--- src/rtl/fu_matrix_ls_sequencer.sv ---
// fu_matrix_ls_sequencer: breaks one matrix load/store request into ROWS
// row accesses, handshakes each row with the scratchpad, and then pulses
// mhit back to fu_matrix_ls.
// Optional build macro MLS_SEQ_PERF_EN adds the saturating stall_cycles counter.
module fu_matrix_ls_sequencer #(
    parameter int ROWS     = 4,
    parameter int ADDR_W   = 32,
    parameter int STRIDE_W = 32,
    parameter int RD_W     = 5
) (
    input  logic                    CLK,
    input  logic                    nRST,
    input  logic                    enable,
    input  logic [1:0]              ls_in,
    input  logic [RD_W-1:0]         rd_in,
    input  logic [ADDR_W-1:0]       address_in,
    input  logic [STRIDE_W-1:0]     stride_in,
    output logic                    busy,
    output logic                    mhit,
    output logic                    mem_ren,
    output logic                    mem_wen,
    output logic [ADDR_W-1:0]       mem_addr,
    output logic [RD_W-1:0]         mem_rd,
    output logic [$clog2(ROWS)-1:0] mem_row,
    input  logic                    mem_gnt
`ifdef MLS_SEQ_PERF_EN
    ,
    output logic [31:0]             stall_cycles
`endif
);

    localparam int ROW_W = $clog2(ROWS);

    typedef enum logic [1:0] {
        IDLE  = 2'd0,
        ISSUE = 2'd1,
        DONE  = 2'd2
    } state_t;

    state_t              state, state_nxt;
    logic                is_store;
    logic [RD_W-1:0]     rd_q;
    logic [ADDR_W-1:0]   addr_q;
    logic [ADDR_W-1:0]   stride_q;
    logic [ROW_W-1:0]    row_q;
    logic                accept;
    logic                last_row;

    // Only LOAD (01) and STORE (10) start a request; 00/11 are no-ops.
    assign accept   = enable && (ls_in == 2'b01 || ls_in == 2'b10);
    assign last_row = (row_q == ROW_W'(ROWS - 1));

    // State register.
    always_ff @(posedge CLK or negedge nRST) begin
        if (!nRST) state <= IDLE;
        else       state <= state_nxt;
    end

    // Next-state logic; enable is ignored outside IDLE and mem_gnt outside ISSUE.
    always_comb begin
        state_nxt = state;
        case (state)
            IDLE:    if (accept) state_nxt = ISSUE;
            ISSUE:   if (mem_gnt && last_row) state_nxt = DONE;
            DONE:    state_nxt = IDLE;
            default: state_nxt = IDLE;
        endcase
    end

    // Request latches and the row/address accumulator; the row address is
    // built by repeated addition of the stride, so no multiplier is needed,
    // and it wraps modulo 2^ADDR_W.
    always_ff @(posedge CLK or negedge nRST) begin
        if (!nRST) begin
            is_store <= 1'b0;
            rd_q     <= '0;
            addr_q   <= '0;
            stride_q <= '0;
            row_q    <= '0;
        end else begin
            case (state)
                IDLE: if (accept) begin
                    is_store <= (ls_in == 2'b10);
                    rd_q     <= rd_in;
                    addr_q   <= address_in;
                    stride_q <= ADDR_W'(stride_in);
                    row_q    <= '0;
                end
                ISSUE: if (mem_gnt) begin
                    row_q  <= row_q + ROW_W'(1);
                    addr_q <= addr_q + stride_q;
                end
                default: ;
            endcase
        end
    end

`ifdef MLS_SEQ_PERF_EN
    // Count cycles spent waiting for a grant; saturate and clear only on reset.
    always_ff @(posedge CLK or negedge nRST) begin
        if (!nRST)
            stall_cycles <= '0;
        else if (state == ISSUE && !mem_gnt && stall_cycles != 32'hFFFF_FFFF)
            stall_cycles <= stall_cycles + 32'd1;
    end
`endif

    // Outputs are decoded from registered state, so the request stays stable until granted.
    assign busy     = (state != IDLE);
    assign mhit     = (state == DONE);
    assign mem_ren  = (state == ISSUE) && !is_store;
    assign mem_wen  = (state == ISSUE) &&  is_store;
    assign mem_addr = addr_q;
    assign mem_rd   = rd_q;
    assign mem_row  = row_q;

endmodule

--- config.mk ---
export PLATFORM = sky130hd
export DESIGN_NAME = fu_matrix_ls_sequencer
export DESIGN_NICKNAME = d
export VERILOG_FILES = /design/src/rtl/fu_matrix_ls_sequencer.sv
export SDC_FILE = /design/constraint.sdc
export NUM_CORES = 1
export LEC_CHECK = 0
export BUFFER_PORTS_ARGS = -buffer_cell sky130_fd_sc_hd__buf_2
export CAP_MARGIN = 0
export CORE_AREA = 2 2 98 100
export CTS_CLUSTER_SIZE = 28
export DETAILED_ROUTE_END_ITERATION = 7
export DIE_AREA = 0 0 100 102
export GPL_ROUTABILITY_DRIVEN = 1
export GPL_TIMING_DRIVEN = 0
export MAX_ROUTING_LAYER = met4
export PLACE_DENSITY = 0.76
export SKIP_LAST_GASP = 1
export SLEW_MARGIN = 20
export SYNTH_ARGS = -nofsm -noshare
export SYNTH_HDL_FRONTEND = slang
export SYNTH_SLANG_ARGS = --single-unit
--- constraint.sdc ---
create_clock -name CLK -period 5.7 [get_ports CLK]
set_input_delay 1.14 -clock CLK [delete_from_list [all_inputs] [get_ports CLK]]
set_output_delay 1.14 -clock CLK [all_outputs]
set_load 0.005 [all_outputs]
# == Word level (Yosys, flattened, before mapping) ==
# Cells that the tools add are included.
# word_totals
regBits,74
in_bits,75
out_inout_bits,43
elab_cells,37
# op_classes
n_addsub,2
eq_ne,8
mux,9
reduce_logical,12
# ops
operator,n
$mux W32,2
$pmux W32 S2,1
$add A32 B32 Y32,1
$mux W2,4
$pmux W2 S2,2
$eq A2 B2 Y1 const B,3
$ne A2 B2 Y1 const B,3
$eq A2 B1 Y1 const B,2
$logic_and A1 B1 Y1,4
$reduce_and A2 Y1,2
$reduce_bool A2 Y1,2
$reduce_and A3 Y1,1
$add A2 B1 Y2 const B,1
$logic_not A2 Y1,1
$logic_not A1 Y1,1
$logic_or A1 B1 Y1,1

# == Logic depth before layout (Yosys ltp) ==
# logic_depth
word_depth,5
mapped_depth,11

# == Least setup slack after synthesis ==
# Ideal clock, no wire load.
# synth_timing
kind,register to register
startpoint,register addr_q[0] (netlist: mem_addr[0])
endpoint,register addr_q[28] (netlist: mem_addr[28])
setup_time_ns,0.123
arrival_ns,2.831
setup_slack_ns,2.746
stages_incl_launch_ff,12
synth_period_minus_slack_ns,2.954
cell_sequence,dfrtp_1 > ha_1 > fa_1 > a21o_1 > a221oi_2 > a21oi_2 > o41ai_4 > a21oi_2 > a311o_1 > o31ai_2 > xor2_1 > a21oi_1
# synth_via
elab_chain_cells,3
# synth_lines
item,line_no,text
from (decl),43,logic [ADDR_W-1:0] addr_q;
from (signal assigned),85,addr_q <= address_in;
from (signal assigned),91,addr_q <= addr_q + stride_q;
$add A32 B32 Y32,91,
$mux W32,89,ISSUE: if (mem_gnt) begin
$pmux W32 S2,81,case (state)
# No other way between the ends. The select of a mux whose other input is x is not followed.
# A chain may end at the register's enable or synchronous reset.

# == Worst setup path in the final report ==
# Ends and elaborated chain as after synthesis.

==> metrics <==
status=finished, final reports clean; slew margin rel.=0.551; Crit Path Class=flop to flop; leakage power=0.00280 uW; Post-synth EDFFs=0; n_diodes=0; minimum clock period after layout=3.32 ns; most frequent cells in the layout=nand2_1 (164), buf_2 (117), dfrtp_1 (74); DIE WIDTH=100 microns; Max VDD drop=0.294 mV; clk_lat worst skew=0.36 ns; Post-Syn Area=0.00457 sq mm; htree depth=3; hold buffers post-CTS=0; R2R Setup Slk=2.38 ns; vias in the first global route=4158; Setup Skew=0.00855 ns; Via Count=4379; Overflow after GRT=0; Peak Freq=301 MHz; largest net degree at the start of global routing=51; Crit. End Element=flop; post-synthesis compound-gate area fraction=0.201; Detail Placement HPWL=9400 microns; Worst Setup SP=mem_addr[0]; largest family of logic cells by synthesized area=simple AND/OR/NAND/NOR gates; reg2reg start=mem_addr[0]; Setup WS pre-CTS=2.31 ns; Multi-input gate area=0.00261 sq mm; wire per inst=15.4 microns; Cells after Synth=559; antenna violations before repair=0; Syn Nets=668; fillers=867; Synth Area in Adders=0.0947; area leader, netlist=dfrtp_1; worst min path class=flop to flop; setup bufs post-CTS=0; crit path to=mem_addr[28]; Synth cell types=50; syn avg cell area=8.18 sq um; die footprint=0.0102 sq mm; drt first pass iters=5; Synth-to-Final Area Change=20.2%; max-slew violations=0; sequential share of the synthesized area=0.405; Via density=5.45; PortBufs=117; global-route wire length before repair=20000 microns; # setup viols final=0; Post-Route WL=12400 microns; share of synthesized area spent on multiplexers=0.00219; CP startpoint kind=flop; commonest non-fill, non-tap cell in the layout=nand2_1; register area=0.00185 sq mm; final antenna-violating net count=0; FP Rows=35; initial DRC count=204; simple-gate share of the synthesized area=0.221; DR DRC count=0; Net count, final=797; routability cong.=0.921; Final Hold Viols=0; CTS Buffer Depth=2; die height=102 microns; Synth Area in XOR/XNOR=0.0517; dominant cells by area after synthesis=dfrtp_1 (41%), nand2_1 (13%), ha_1 (9.0%), a21oi_1 (6.9%), o21ai_0 (3.9%); Tot GR Track Use=0.257; Worst-Margin Slew=0.671 ns; RSZ-0062 raised after global routing=no; ys async rst share=1.00; CTS resizes=0; Worst-path clk slew=0.08 ns; share of the synthesized area in the top cell type=0.405; CTS buffer count=9; synthesis-stage register bit count=74; top_reg_cell synth=dfrtp_1; CTS tree=built; Starting Density=0.502; fin crit share=0.583; max-cap violation count=0; clock sinks=74; CTS root buf=clkbuf_8; crit path max fanout=4; Worst Path Arrival=3.56 ns; final setup TNS=0 ns; power per cell area=699 mW/mm^2; Yosys Warn Count=0; Core Box Area=0.00911 sq mm; Final WS setup=2.38 ns; FF-to-FF End=mem_addr[28]; share of cells above drive strength 1=0.205; R2R cell count=11; Req. time, crit path=5.94 ns; I/O pin cnt=118
-- state kept, by name, indices dropped and copies added (netlist names) --
name      cells
mem_addr     32
stride_q     32
mem_rd        5
mem_row       2
state         2
is_store      1
-- how the worst min path moves through the flow --
stage	startpoint	endpoint	slack (ns)	cells after the start
after floorplan	stride_q[0]	stride_q[0]	0.45	2
after global placement	mem_rd[4]	mem_rd[4]	0.46	2
after detailed placement	mem_rd[2]	mem_rd[2]	0.46	2
after CTS	mem_rd[2]	mem_rd[2]	0.48	2
after global routing	mem_rd[4]	mem_rd[4]	0.51	2
final	mem_rd[2]	mem_rd[2]	0.47	2
-- per-stage QoR --
stage | instance area, sq um | utilization | hold slack, ns | instances | total power (uW)
after floorplan | 4570 | - | 0.450 | 559 | 2810
after global placement | 5300 | 0.581 | 0.456 | 787 | 3370
after detailed placement | 5330 | 0.585 | 0.457 | 788 | 3460
after CTS | 5490 | 0.603 | 0.478 | 803 | 3840
after global routing | 5490 | 0.603 | 0.510 | 803 | 4240
final | 5490 | 0.603 | 0.470 | 803 | 3840
-- routing by layer --
layer | global-route usage | routed length [microns]
met1 | 0.341 | 5630
met2 | 0.412 | 5800
met3 | 0.0328 | 717
met4 | 0.0875 | 208
met5 | - | 0
-- cell usage after synthesis (2+ instances only) --
cell type  count
o21ai_0       36
nand3_1        5
nand2_1      164
nor2_1        40
a22oi_1        3
and2_1         3
xor2_1        11
ha_1          33
a221oi_1       2
xnor2_1       16
a31oi_1        4
nand4_1        4
dfrtp_1       74
o22ai_1        3
o21bai_1       2
a21oi_1       63
a21oi_2        2
inv_1          3
and3_1         5
o21a_1         4
a21boi_0       2
a21o_1        10
buf_1          2
nor2b_1        7
clkbuf_1      23
nor3_1         5
a211oi_1       2
o211ai_1       5
nand2b_1       5
-- cells by family (layout without fill, tap and decap cells) --
family          count (synthesis)  in the layout
buf+inv                        29            162
flops                          74             74
mux                             1              1
fa+ha+maj                      34             34
compound gates                150            150
simple gates                  244            244
xor+xnor                       27             27
-- report_power, final --
group          switching (uW)  internal (uW)  total [uW]
Combinational            1440           1050        2490
Clock                     199            166         365
Sequential                198            792         990
-- area by class of cell --
| cell class | instances | share of cell area |
|---|---|---|
| plain buffers | 26 | 0.0180 |
| clock buffers | 10 | 0.0251 |
| clock inverters | 5 | 0.00569 |
| inverters | 3 | 0.00205 |
| multi-input cells | 456 | 0.475 |
| flip-flops and latches | 74 | 0.337 |
| well taps | 111 | 0.0253 |
| repair buffers | 118 | 0.112 |
-- critical path, cell delays in order (launching register included) --
cell and delay (ns):
dfrtp_1 0.39, ha_1 0.24, fa_1 0.43, a21o_1 0.23
a221oi_2 0.42, a21oi_2 0.15, o41ai_4 0.36, a21oi_2 0.16
a311o_1 0.34, o31ai_2 0.23, xor2_1 0.17, a21oi_1 0.08
Note: power is estimated with default switching activity, not from simulation.
